[src/rtl/rs_alu.sv]
// rs_alu: ALU reservation station with tag wakeup and one issue per cycle.
// Define RS_AGE_PRIO_EN to select the oldest ready entry instead of the lowest index.
module rs_alu #(
`ifdef RS_AGE_PRIO_EN
    parameter int AGE_W = 4,
`endif
    parameter int ROB_WIDTH = 4,
    parameter int RS_WIDTH = 3
) (
    input  logic                 clk_in,
    input  logic                 rst_in,
    input  logic                 rdy_in,
    input  logic                 clear_signal,
    input  logic                 issue_valid,
    input  logic [3:0]           issue_opcode,
    input  logic [31:0]          issue_vj,
    input  logic [ROB_WIDTH-1:0] issue_qj,
    input  logic                 issue_qj_valid,
    input  logic [31:0]          issue_vk,
    input  logic [ROB_WIDTH-1:0] issue_qk,
    input  logic                 issue_qk_valid,
    input  logic [ROB_WIDTH-1:0] issue_tag,
    output logic                 rs_full,
    input  logic                 alu_done,
    input  logic [31:0]          alu_value,
    input  logic [ROB_WIDTH-1:0] alu_tag,
    input  logic                 lsb_done,
    input  logic [31:0]          lsb_value,
    input  logic [ROB_WIDTH-1:0] lsb_tag,
    output logic                 cal_signal,
    output logic [3:0]           opcode,
    output logic [31:0]          lhs,
    output logic [31:0]          rhs,
    output logic [ROB_WIDTH-1:0] tag
);
    localparam int RS_SIZE = 1 << RS_WIDTH;

    logic [RS_SIZE-1:0]                valid, qj_valid, qk_valid;
    logic [RS_SIZE-1:0][3:0]           e_op;
    logic [RS_SIZE-1:0][31:0]          e_vj, e_vk;
    logic [RS_SIZE-1:0][ROB_WIDTH-1:0] e_qj, e_qk, e_tag;
`ifdef RS_AGE_PRIO_EN
    logic [RS_SIZE-1:0][AGE_W-1:0]     age;
`endif
    logic [RS_WIDTH:0]   count;
    logic [RS_WIDTH-1:0] free_idx, sel_idx;
    logic                sel_found, dispatch;
    logic                dj_alu, dj_lsb, dk_alu, dk_lsb;

    assign rs_full  = count == (RS_WIDTH+1)'(RS_SIZE);
    assign dispatch = issue_valid && !rs_full;
    assign dj_alu   = issue_qj_valid && alu_done && issue_qj == alu_tag;
    assign dj_lsb   = issue_qj_valid && lsb_done && issue_qj == lsb_tag;
    assign dk_alu   = issue_qk_valid && alu_done && issue_qk == alu_tag;
    assign dk_lsb   = issue_qk_valid && lsb_done && issue_qk == lsb_tag;

    always_comb begin
        free_idx = '0;
        for (int i = RS_SIZE - 1; i >= 0; i--)
            if (!valid[i]) free_idx = RS_WIDTH'(i);
    end

    // Readiness is taken from registered state only, so a same-cycle wakeup waits one cycle.
    always_comb begin
        sel_found = 1'b0;
        sel_idx   = '0;
        for (int i = 0; i < RS_SIZE; i++)
`ifdef RS_AGE_PRIO_EN
            if (valid[i] && !qj_valid[i] && !qk_valid[i] && (!sel_found || age[i] > age[sel_idx])) begin
`else
            if (valid[i] && !qj_valid[i] && !qk_valid[i] && !sel_found) begin
`endif
                sel_found = 1'b1;
                sel_idx   = RS_WIDTH'(i);
            end
    end

    always_ff @(posedge clk_in or posedge rst_in) begin
        if (rst_in) begin
            valid      <= '0;
            qj_valid   <= '0;
            qk_valid   <= '0;
            e_op       <= '0;
            e_vj       <= '0;
            e_vk       <= '0;
            e_qj       <= '0;
            e_qk       <= '0;
            e_tag      <= '0;
`ifdef RS_AGE_PRIO_EN
            age        <= '0;
`endif
            count      <= '0;
            cal_signal <= 1'b0;
            opcode     <= '0;
            lhs        <= '0;
            rhs        <= '0;
            tag        <= '0;
        end else if (rdy_in) begin
            if (clear_signal) begin
                valid      <= '0;
                count      <= '0;
                cal_signal <= 1'b0;
            end else begin
                for (int i = 0; i < RS_SIZE; i++) begin
                    if (valid[i] && qj_valid[i] && alu_done && e_qj[i] == alu_tag) begin
                        qj_valid[i] <= 1'b0;
                        e_vj[i]     <= alu_value;
                    end else if (valid[i] && qj_valid[i] && lsb_done && e_qj[i] == lsb_tag) begin
                        qj_valid[i] <= 1'b0;
                        e_vj[i]     <= lsb_value;
                    end
                    if (valid[i] && qk_valid[i] && alu_done && e_qk[i] == alu_tag) begin
                        qk_valid[i] <= 1'b0;
                        e_vk[i]     <= alu_value;
                    end else if (valid[i] && qk_valid[i] && lsb_done && e_qk[i] == lsb_tag) begin
                        qk_valid[i] <= 1'b0;
                        e_vk[i]     <= lsb_value;
                    end
`ifdef RS_AGE_PRIO_EN
                    if (age[i] != '1) age[i] <= age[i] + 1'b1;
`endif
                end
                cal_signal <= sel_found;
                if (sel_found) begin
                    valid[sel_idx] <= 1'b0;
                    opcode         <= e_op[sel_idx];
                    lhs            <= e_vj[sel_idx];
                    rhs            <= e_vk[sel_idx];
                    tag            <= e_tag[sel_idx];
                end
                // The free slot comes from registered valid bits, so the winner's slot is never reused this cycle.
                if (dispatch) begin
                    valid[free_idx]    <= 1'b1;
                    e_op[free_idx]     <= issue_opcode;
                    e_tag[free_idx]    <= issue_tag;
                    e_qj[free_idx]     <= issue_qj;
                    e_qk[free_idx]     <= issue_qk;
                    qj_valid[free_idx] <= issue_qj_valid && !dj_alu && !dj_lsb;
                    qk_valid[free_idx] <= issue_qk_valid && !dk_alu && !dk_lsb;
                    e_vj[free_idx]     <= dj_alu ? alu_value : dj_lsb ? lsb_value : issue_vj;
                    e_vk[free_idx]     <= dk_alu ? alu_value : dk_lsb ? lsb_value : issue_vk;
`ifdef RS_AGE_PRIO_EN
                    age[free_idx]      <= '0;
`endif
                end
                count <= count + (RS_WIDTH+1)'(dispatch) - (RS_WIDTH+1)'(sel_found);
            end
        end
    end
endmodule

[config.mk]
export PLATFORM = sky130hd
export DESIGN_NAME = rs_alu
export DESIGN_NICKNAME = d
export VERILOG_FILES = /design/src/rtl/rs_alu.sv
export SDC_FILE = /design/constraint.sdc
export NUM_CORES = 2
export LEC_CHECK = 0
export ABC_AREA = 1
export BUFFER_PORTS_ARGS = -buffer_cell sky130_fd_sc_hd__buf_2
export CAP_MARGIN = 20
export CORE_MARGIN = 8
export CORE_UTILIZATION = 62
export CTS_CLUSTER_SIZE = 24
export DETAILED_ROUTE_END_ITERATION = 8
export PLACE_DENSITY = 0.8
export SYNTH_ARGS = -nofsm -noshare
export SYNTH_HDL_FRONTEND = slang
export SYNTH_SLANG_ARGS = --single-unit
[constraint.sdc]
create_clock -name clk_in -period 57.9 [get_ports clk_in]
set_input_delay 11.58 -clock clk_in [delete_from_list [all_inputs] [get_ports clk_in]]
set_output_delay 11.58 -clock clk_in [all_outputs]
set_load 0.05 [all_outputs]
==> results.yml <==
final_layout:
  finalNonFillerCells: 8467
  drive_gt1_share_pct: 8.148
  design_area_sq_um: 54940
  fin_nets: 7476
  areaGrowthSynthToFinish_pct: 6.392
logic_synthesis:
  synth_cells: 7564
  yosys_warnings: 0
  netlist.area_leader.share_pct: 35.91
  synthArstFlopShare_pct: 100.0
  ys.flop_type: "dfrtp_1"
  ys_seq_area_share_pct: 35.91
  yosysMostFrequentCell: "nand2_1"
  synth_enable_flop_cells: 0
  syn-mean-instance-area_sq_um: 6.827
  syn-num-nets: 7731
  synthTopCellsByCount: "2615 x nand2_1, 897 x o211ai_1, 883 x nand3_1, 741 x dfrtp_1, 706 x inv_1"
  synth_area_leaders: "dfrtp_1 36%, nand2_1 19%, o211ai_1 13%"
  synth_top_area_cell: "dfrtp_1"
  synth_cell_type_count: 49
  ys_ff_latch: 741
  netlist_area_sq_um: 51640
cts:
  path_clk_slew_ns: 0.06
  cts_tree: "done"
  htreeDepth: 3
  ctsResizeCount: 0
  holdBufCountCts: 0
  cts_root_buffer: "clkbuf_16"
  cts_setup_buffers: 0
  cts_buffers: 85
  clockBufferDepth: 3
  clk_latency_ns: 0.67
  cts.sinks: 741
worst_hold_path:
  hold_class: "register to register"
power:
  vdd_drop_max_uv: 28.11
  power.density_nw_per_um2: 34.40
  p_leak_nw: 25.06
timing:
  fin_crit_ns: 14.96
  maxSlewHeadroom_pct: 1.894
  setup_viol_count_final: 0
  max_freq_mhz: 66.84
  rsz0062_at_grt: "false"
  hold_viol_final: 0
  slew_violations: 0
  finalCritPeriodShare_pct: 25.84
  setup-tns-final_ns: 0
  skew_ns: 0.02222
  tightest_slew_ns: 1.472
  fin_ws_ns: 42.94
detailed_routing:
  drtPass1Iterations: 9
  viasPerCell: 6.634
  wirelength_mm: 204.0
  avgRoutedWirePerCell_um: 24.10
  drc: 0
  ant_nets: 0
  drt_iter0_markers: 9235
  vias: 56166
global_route:
  grt_pass1_vias: 52674
  grt-ovfl-total: 0
  antenna_found_initial: 15
  grt_max_degree: 207
  grt_util_all_layers_pct: 42.13
  grt_pass1_wl_mm: 310.0
placed_design:
  place_congestion: 0.8875
  place_area_sq_um: 52020
  pre_cts_slack_ns: 42.14
  portBuffers: 234
  placed_cells: 8296
  dp_hpwl_mm: 106.8
floorplan:
  core_area_sq_um: 83020
  die_h_um: 304.6
  num_rows: 106
  fp.dieArea_sq_um: 92780
  die_w_um: 304.6
  initial_core_util_pct: 62.20
  ios: 235
critical_path:
  path_max_fanout: 163
  cp_common_cell: "buf_4"
  slowest_delay_ns: 1.00
  slowest_stage: "buf_4"
  critPathTopFamily: "buffers and inverters"
  start_kind: "input port"
  crit_buf_inv: 5
  crit_chain: "buf_2 -> inv_1 -> nor2_4 -> inv_8 -> buf_4 -> buf_4 -> nand2_1 -> nand3_1"
  arrival_ns: 15.55
  required_ns: 58.49
  critPathKind: "input port to register"
  cp-end-kind: "register"
run_status:
  status: "finished, final reports clean"
job:
  drv_cap: 0
==> report_power, final <==
part	switching, W	leakage [nW]	total (W)	internal (W)
Clock	0.000238	1.36	0.000549	0.000311
Sequential	0.0000882	9.87	0.000719	0.000631
Combinational	0.000417	13.8	0.000622	0.000205
Total	0.000742	25.1	0.00189	0.00115
==> area by class of cell <==
cell class | count | area, sq um
multi-input cells | 5421 | 27520
clock inverters | 19 | 145.1
diodes | 11 | 27.53
flip-flops and latches | 741 | 18540
repair buffers | 317 | 1942
clock buffers | 135 | 2599
well taps | 1080 | 1351
inverters | 743 | 2815
fillers | 7237 | 28090
==> stage by stage <==
step	hold slack, ns	total power (W)	utilization [%]
2_1_floorplan	0.4530	0.001180	-
3_5_place_dp	0.4727	0.001331	62.66
4_1_cts	0.4874	0.001872	65.97
6_report	0.4831	0.001890	66.17
3_3_place_gp	0.4659	0.001309	62.64
5_1_grt	0.5056	0.001981	66.16
==> final timing paths <==
check / from / to / cells past startpoint / slack [ns]
max: rdy_in / e_vk[81] / 8 / 42.94
min: e_tag[11] / e_tag[11] / 2 / 0.48
max reg2reg: qj_valid[0] / rhs[11] / 14 / 53.81
min reg2reg: e_tag[11] / e_tag[11] / 2 / 0.48
max in group asynchronous: rst_in / e_qk[10] / 6 / 42.97
min in group asynchronous: rst_in / lhs[23] / 2 / 11.00
==> state kept, by name, indices dropped and copies added (netlist names), 32 cells and up <==
signal  flops
e_qk       32
lhs        32
rhs        32
e_vj      256
e_vk      256
e_qj       32
e_tag      32
e_op       32
==> metal layers <==
metal  global-route usage (%)  vias up  wire length, um
met5                        0        -               27
met4                    25.07        4            14940
met2                    60.06     4722            82260
met1                    55.45    25917            71610
met3                    13.94     1090            35210
li1                         -    24433                -
==> kinds of logic after synthesis <==
group | after synthesis | share of synthesized area [%]
AND/OR/NAND/NOR | 4009 | 31.89
buffers and inverters | 1402 | 11.33
AO/OA/AOI/OAI | 1335 | 19.50
flip-flops | 741 | 35.91
XOR/XNOR | 71 | 1.204
adder cells (fa/ha/maj) | 6 | 0.1599
==> worst register-to-register path, delay by kind of cell (launching register included) <==
kind / cells / cell delay (ns)
simple gates: 12 / 2.40
flops: 1 / 0.36
buf+inv: 2 / 1.25
==> cells in the final DEF, fill, tap and decap left out, types with 4 or more instances in the layout <==
cell          n
a21oi_1      20
nor2_2        4
nand4_1      12
buf_4        73
clkbuf_1     25
nand3_4      16
o21ai_1      36
buf_2       234
buf_12        7
clkbuf_8     22
nand3_1     867
inv_2        28
nand2_2       8
nor4_1       43
dfrtp_1     741
o22ai_1      13
nand2_1    2607
nor2_4       11
a221oi_1      4
a31oi_4      64
nor3_1       14
o221ai_1      4
nor2_1      415
ha_1          5
xnor2_1      36
clkbuf_16    88
o21ai_0     282
a211oi_1      5
clkinv_2     18
xor2_1       35
diode_2      11
o211ai_1    897
inv_1       703
Power figures use the tool's default switching activity.
